--- src/rtl/uart_tx_arbiter.sv ---
// Round-robin scheduler that shares one UART transmitter between NREQ
// byte-level requesters. It drives the transmitter's sel/set/din/baud
// inputs, follows its tx_en busy flag one frame at a time, and reports
// each frame's outcome to its owner as an ack pulse or an err pulse.
// Every output comes straight from a register.
module uart_tx_arbiter #(
   parameter int NREQ     = 4,
   parameter int START_TO = 16,
   parameter int BAUD_W   = 20
) (
   input  logic                clk,
   input  logic                rst,
   input  logic [NREQ-1:0]     req,
   input  logic [8*NREQ-1:0]   req_data,
   input  logic [BAUD_W-1:0]   baud_cfg,
   output logic [NREQ-1:0]     ack,
   output logic [NREQ-1:0]     err,
   output logic [NREQ-1:0]     gnt,
   output logic                busy,
   output logic                tx_sel,
   output logic                tx_set,
   output logic [7:0]          tx_din,
   output logic [BAUD_W-1:0]   tx_baud,
   input  logic                tx_en
);

   localparam int IDX_W = (NREQ > 1) ? $clog2(NREQ) : 1;
   localparam int CNT_W = $clog2(START_TO) + 1;
   localparam logic [CNT_W-1:0] CNT_LIMIT = CNT_W'(START_TO - 1);
   localparam logic [NREQ-1:0]  ONE_HOT0  = {{(NREQ-1){1'b0}}, 1'b1};

   localparam logic [2:0] S_IDLE  = 3'd0;
   localparam logic [2:0] S_GRANT = 3'd1;
   localparam logic [2:0] S_WAIT  = 3'd2;
   localparam logic [2:0] S_BUSY  = 3'd3;
   localparam logic [2:0] S_DONE  = 3'd4;

   logic [2:0]        state_q, state_d;
   logic [IDX_W-1:0]  ptr_q, ptr_d;      // last owner, lowest priority next round
   logic [IDX_W-1:0]  own_q, own_d;      // index of the current owner
   logic [CNT_W-1:0]  cnt_q, cnt_d;      // start-timeout counter
   logic [NREQ-1:0]   gnt_q, gnt_d;
   logic [NREQ-1:0]   ack_q, ack_d;
   logic [NREQ-1:0]   err_q, err_d;
   logic              busy_q, busy_d;
   logic              tx_sel_q, tx_sel_d;
   logic              tx_set_q, tx_set_d;
   logic [7:0]        tx_din_q, tx_din_d;
   logic [BAUD_W-1:0] tx_baud_q, tx_baud_d;

   logic              win_found;
   logic [IDX_W-1:0]  win_idx;

   // Winner search: first requesting index after the pointer, wrapping around.
   always_comb begin
      win_found = 1'b0;
      win_idx   = '0;
      for (int k = 1; k <= NREQ; k++) begin
         if (!win_found && req[(int'(ptr_q) + k) % NREQ]) begin
            win_found = 1'b1;
            win_idx   = IDX_W'((int'(ptr_q) + k) % NREQ);
         end
      end
   end

   // FSM next state together with the next value of every output register.
   always_comb begin
      // NOTE: every variable gets a default before the case so no path leaves
      // it unassigned; otherwise synthesis infers a latch to hold it.
      state_d   = state_q;
      ptr_d     = ptr_q;
      own_d     = own_q;
      cnt_d     = cnt_q;
      gnt_d     = gnt_q;
      ack_d     = '0;
      err_d     = '0;
      tx_sel_d  = tx_sel_q;
      tx_set_d  = 1'b0;
      tx_din_d  = tx_din_q;
      tx_baud_d = tx_baud_q;

      case (state_q)
         S_IDLE: begin
            // A transmitter still busy from elsewhere blocks arbitration.
            if (win_found && !tx_en) begin
               own_d     = win_idx;
               gnt_d     = ONE_HOT0 << win_idx;
               tx_din_d  = req_data[{win_idx, 3'b000} +: 8];
               tx_baud_d = baud_cfg;
               tx_sel_d  = 1'b1;
               tx_set_d  = 1'b1;
               cnt_d     = '0;
               state_d   = S_GRANT;
            end
         end
         S_GRANT: begin
            cnt_d   = '0;
            state_d = S_WAIT;
         end
         S_WAIT: begin
            // A start seen on the limit cycle still counts as started.
            if (tx_en) begin
               state_d = S_BUSY;
            end else if (cnt_q == CNT_LIMIT) begin
               err_d    = gnt_q;
               ptr_d    = own_q;
               gnt_d    = '0;
               tx_sel_d = 1'b0;
               state_d  = S_IDLE;
            end else begin
               cnt_d = cnt_q + CNT_W'(1);
            end
         end
         S_BUSY: begin
            if (!tx_en) begin
               ack_d    = gnt_q;
               ptr_d    = own_q;
               tx_sel_d = 1'b0;
               state_d  = S_DONE;
            end
         end
         S_DONE: begin
            gnt_d   = '0;
            state_d = S_IDLE;
         end
         default: begin
            gnt_d    = '0;
            tx_sel_d = 1'b0;
            state_d  = S_IDLE;
         end
      endcase

      busy_d = (state_d != S_IDLE);
   end

   // State and output registers; reset clears everything immediately.
   always_ff @(posedge clk or negedge rst) begin
      if (!rst) begin
         state_q   <= S_IDLE;
         ptr_q     <= IDX_W'(NREQ - 1);
         own_q     <= '0;
         cnt_q     <= '0;
         gnt_q     <= '0;
         ack_q     <= '0;
         err_q     <= '0;
         busy_q    <= 1'b0;
         tx_sel_q  <= 1'b0;
         tx_set_q  <= 1'b0;
         tx_din_q  <= '0;
         tx_baud_q <= '0;
      end else begin
         // NOTE: non-blocking so every register samples the pre-edge values;
         // blocking here would let later lines see already-updated state.
         state_q   <= state_d;
         ptr_q     <= ptr_d;
         own_q     <= own_d;
         cnt_q     <= cnt_d;
         gnt_q     <= gnt_d;
         ack_q     <= ack_d;
         err_q     <= err_d;
         busy_q    <= busy_d;
         tx_sel_q  <= tx_sel_d;
         tx_set_q  <= tx_set_d;
         tx_din_q  <= tx_din_d;
         tx_baud_q <= tx_baud_d;
      end
   end

   assign ack     = ack_q;
   assign err     = err_q;
   assign gnt     = gnt_q;
   assign busy    = busy_q;
   assign tx_sel  = tx_sel_q;
   assign tx_set  = tx_set_q;
   assign tx_din  = tx_din_q;
   assign tx_baud = tx_baud_q;

endmodule
--- config.mk ---
export PLATFORM = sky130hd
export DESIGN_NAME = uart_tx_arbiter
export DESIGN_NICKNAME = d
export VERILOG_FILES = /design/src/rtl/uart_tx_arbiter.sv
export SDC_FILE = /design/constraint.sdc
export NUM_CORES = 1
export LEC_CHECK = 0
export BUFFER_PORTS_ARGS = -buffer_cell sky130_fd_sc_hd__clkbuf_2
export CAP_MARGIN = 20
export CELL_PAD_IN_SITES_DETAIL_PLACEMENT = 2
export CELL_PAD_IN_SITES_GLOBAL_PLACEMENT = 2
export CORE_MARGIN = 3
export CORE_UTILIZATION = 29
export CTS_BUF_LIST = sky130_fd_sc_hd__clkbuf_4
export CTS_CLUSTER_SIZE = 8
export DETAILED_ROUTE_END_ITERATION = 10
export PLACE_DENSITY = 0.87
export SYNTH_ARGS = -nofsm -noshare
export SYNTH_HDL_FRONTEND = slang
export SYNTH_SLANG_ARGS = --single-unit
--- constraint.sdc ---
create_clock -name clk -period 2.2 [get_ports clk]
set_input_delay 0 -clock clk [delete_from_list [all_inputs] [get_ports clk]]
set_output_delay 0 -clock clk [all_outputs]
set_load 0.005 [all_outputs]
==> metrics.md <==
| Metric | Value |
|---|---|
| Clk root buf | clkbuf_4 |
| Die Area | approximately 9600 sq um |
| Peak Freq | 495.8 MHz |
| Asr flop ratio synth | 100.0% |
| Post-DP Area | ~3100 sq um |
| CTS HTree Levels | 2 |
| Post-CTS setup buffers | 0 |
| Area of the multi-input gates | 1016 sq um |
| WL/cell | 18.66 um |
| Antenna violations before repair | 1 |
| Top cells by count, synth | 79 x nand2_1, 53 x dfrtp_1, 18 x mux2i_1, 9 x nor2_1 |
| Slew margin rel. | approximately 70% |
| Global Route Usage Sum | 20.19% |
| CP startpoint kind | flop |
| DRC | 0 |
| Average vias per placed instance | 4.861 |
| VDD IR max | 0.0003851 V |
| Post-synthesis cell count | 241 |
| Final period utilization | 91.67% |
| First-pass GRT wire length | 15.30 mm |
| Clk buf depth | 2 |
| Most common cell in the synthesized netlist | nand2_1 |
| Largest net degree at the start of global routing | 37 |
| Max_cap viols | 0 |
| Final instance area | about 3700 sq um |
| Die H | approximately 98 um |
| Dominant synthesized flop cell | dfrtp_1 |
| Status | complete, no violations |
| Sequential area share after synthesis | 56.20% |
| Number of global-route vias before repair | 2885 |
| Hold Fails Final Rpt | 0 |
| Final Non-Filler Cells | 504 |
| Via count | 2450 |
| Crit-path max FO | 5 |
| Req. time, crit path | 2480 ps |
| Yosys warns | 0 |
| Final Setup Violations | 0 |
| Transition time of the tightest slew-check pin | 479.7 ps |
| Buffers on Ports | approximately 100 |
| Post-Syn Area | about 2500 sq um |
| Placer Congestion | 0.7743 |
| Register area | 1379 sq um |
| Layout cells sized above 1 | 31.92% |
| Global route overflow | 0 |
| Final HPWL DP | 5.993 mm |
| FILL cells | between 800 and 900 |
| Final Critical Period | 2017 ps |
| Mean Syn Cell Area | 10.18 sq um |
| Setup ws final | 183.2 ps |
| Iter 0 DRT Violations | 46 |
| PwrDens | between 1000 and 1500 nW/um^2 |
| CTS tree | built |
| First-pass DRT Iterations | 4 |
| Crit path DAT | 2300 ps |
| Setup CP Type | flop to flop |
| Starting density of the core | 30.79% |
| Synth area leaders | dfrtp_1 54%, nand2_1 12%, mux2i_1 7.3% |
| Unrepaired setup endpoints after global routing | false |
| Area leader, netlist | dfrtp_1 |
| Netlist cell types | 36 |
| Final TNS setup | 0 ps |
| Worst-path clk slew | about 160 ps |
| Yosys top cell area share | 54.05% |
| Core area | 7968 sq um |
| Area Overhead vs Synth | 50.33% |
| Final wirelength | 9.406 mm |
| Antenna viol nets, final | 0 |
| Pre-CTS setup slack | -32.72 ps |
| Horizontal die dimension | 97.98 um |
| Total CTS buffers | 5 |
| Final slew viol count | 0 |
| Dpl cells | between 400 and 500 |
| CP endpoint kind | flop |
| Leakage | around 0.0020 uW |
| Clock latency on the worst-skew pair | between 300 and 400 ps |
| Final hold slack | 31.66 ps |
| Std-Cell Rows | 32 |
| Number of synthesized register bits | 55 |
| Worst Skew | 6.420 ps |
| Worst hold path class | primary input to flop |
| Top Ports | 102 |
| Fin nets | 461 |
| Total clock sinks | 55 |
| Count of flip-flops with a built-in enable after synthesis | 0 |
| Syn nets | 302 |
[power by group]
group          total (uW)  leakage, uW  internal [uW]  switching [uW]
sequential           1720     0.000701           1400             318
clock                 443    0.0000263            118             325
combinational        1580      0.00122            724             860
total                3740      0.00195           2240            1500
[cell usage in the layout, fill, tap and decap left out, drive strengths merged, types with 5 or more instances in the layout]
cell type / count
and2: 8
mux2i: 18
a21oi: 6
dlygate4sd3: 53
clkbuf: 106
o221ai: 8
inv: 6
dfrtp: 53
nand2b: 5
nand2: 80
buf: 7
nor2: 9
[metrics by stage]
step | power, uW | utilization (%)
2_1_floorplan | 2506 | -
6_report | 3744 | 46.29
3_5_place_dp | 3178 | 38.68
4_1_cts | 3712 | 46.04
3_3_place_gp | 3045 | 38.68
5_1_grt | 4057 | 46.29
[cell type report]
| cell class | count | area share, % |
|---|---|---|
| Clock buffer | 5 | 1.018 |
| Tap cell | 102 | 3.460 |
| Multi-Input combinational cell | 171 | 27.54 |
| Antenna cell | 1 | 0.06784 |
| Inverter | 6 | 0.6106 |
| Sequential cell | 55 | 37.38 |
| Clock inverter | 3 | 0.4071 |
| Timing Repair Buffer | 161 | 29.51 |
[state kept, by name (all words and copies together) (netlist names)]
| signal | flops |
|---|---|
| tx_baud | 20 |
| tx_din | 8 |
| cnt_q | 5 |
| ack | 4 |
| err | 4 |
| gnt | 4 |
| state_q | 3 |
| own_q | 2 |
| ptr_q | 2 |
| busy | 1 |
| tx_sel | 1 |
| tx_set | 1 |
[path summary, 6_finish.rpt]
path,startpoint,slack (ps),cells past startpoint,endpoint
worst max-delay path,cnt_q[0],180,7,cnt_q[4]
max in group asynchronous,rst,1630,3,ptr_q[1]
worst min-delay path,req_data[20],30,3,tx_din[4]
worst min register to register,tx_baud[11],500,2,tx_baud[11]
worst max register to register,cnt_q[0],180,7,cnt_q[4]
min in group asynchronous,rst,130,3,tx_baud[3]
[logic make-up (layout without fill, tap and decap cells)]
kind of cell,after synthesis,in the layout,synth area share [%]
adders and majority gates,2,2,1.020
muxes,22,22,9.179
AOI/OAI and AO/OA,33,33,10.15
DFF,55,55,56.20
other,0,1,0
buffers and inverters,15,175,3.263
and+or+nand+nor,114,114,20.19
[critical path, stage by stage (launching register included)]
cell and delay [ps]:
dfrtp_1 440, ha_1 240, and3_1 180, ha_1 230, nor2_2 140, nand2_1 110
a21oi_4 210, mux2_2 360
[repair_timing]
| item | 4_1_cts | 5_1_grt |
|---|---|---|
| setup endpoints to repair | 2 | 10 |
| hold buffers | 53 | 0 |
| hold endpoints to repair | 82 | 0 |
| gates resized for setup | 1 | 4 |
[routing by layer]
metal  up-vias  GRT usage [%]  part of all wire (%)
met2        78          38.53                    56
met3        13          4.786                   4.9
met1      1224          22.06                    38
met5         -              0                     0
li1       1135              -                     -
met4         0          5.644                   1.9
(Power assumes the default switching activity.)
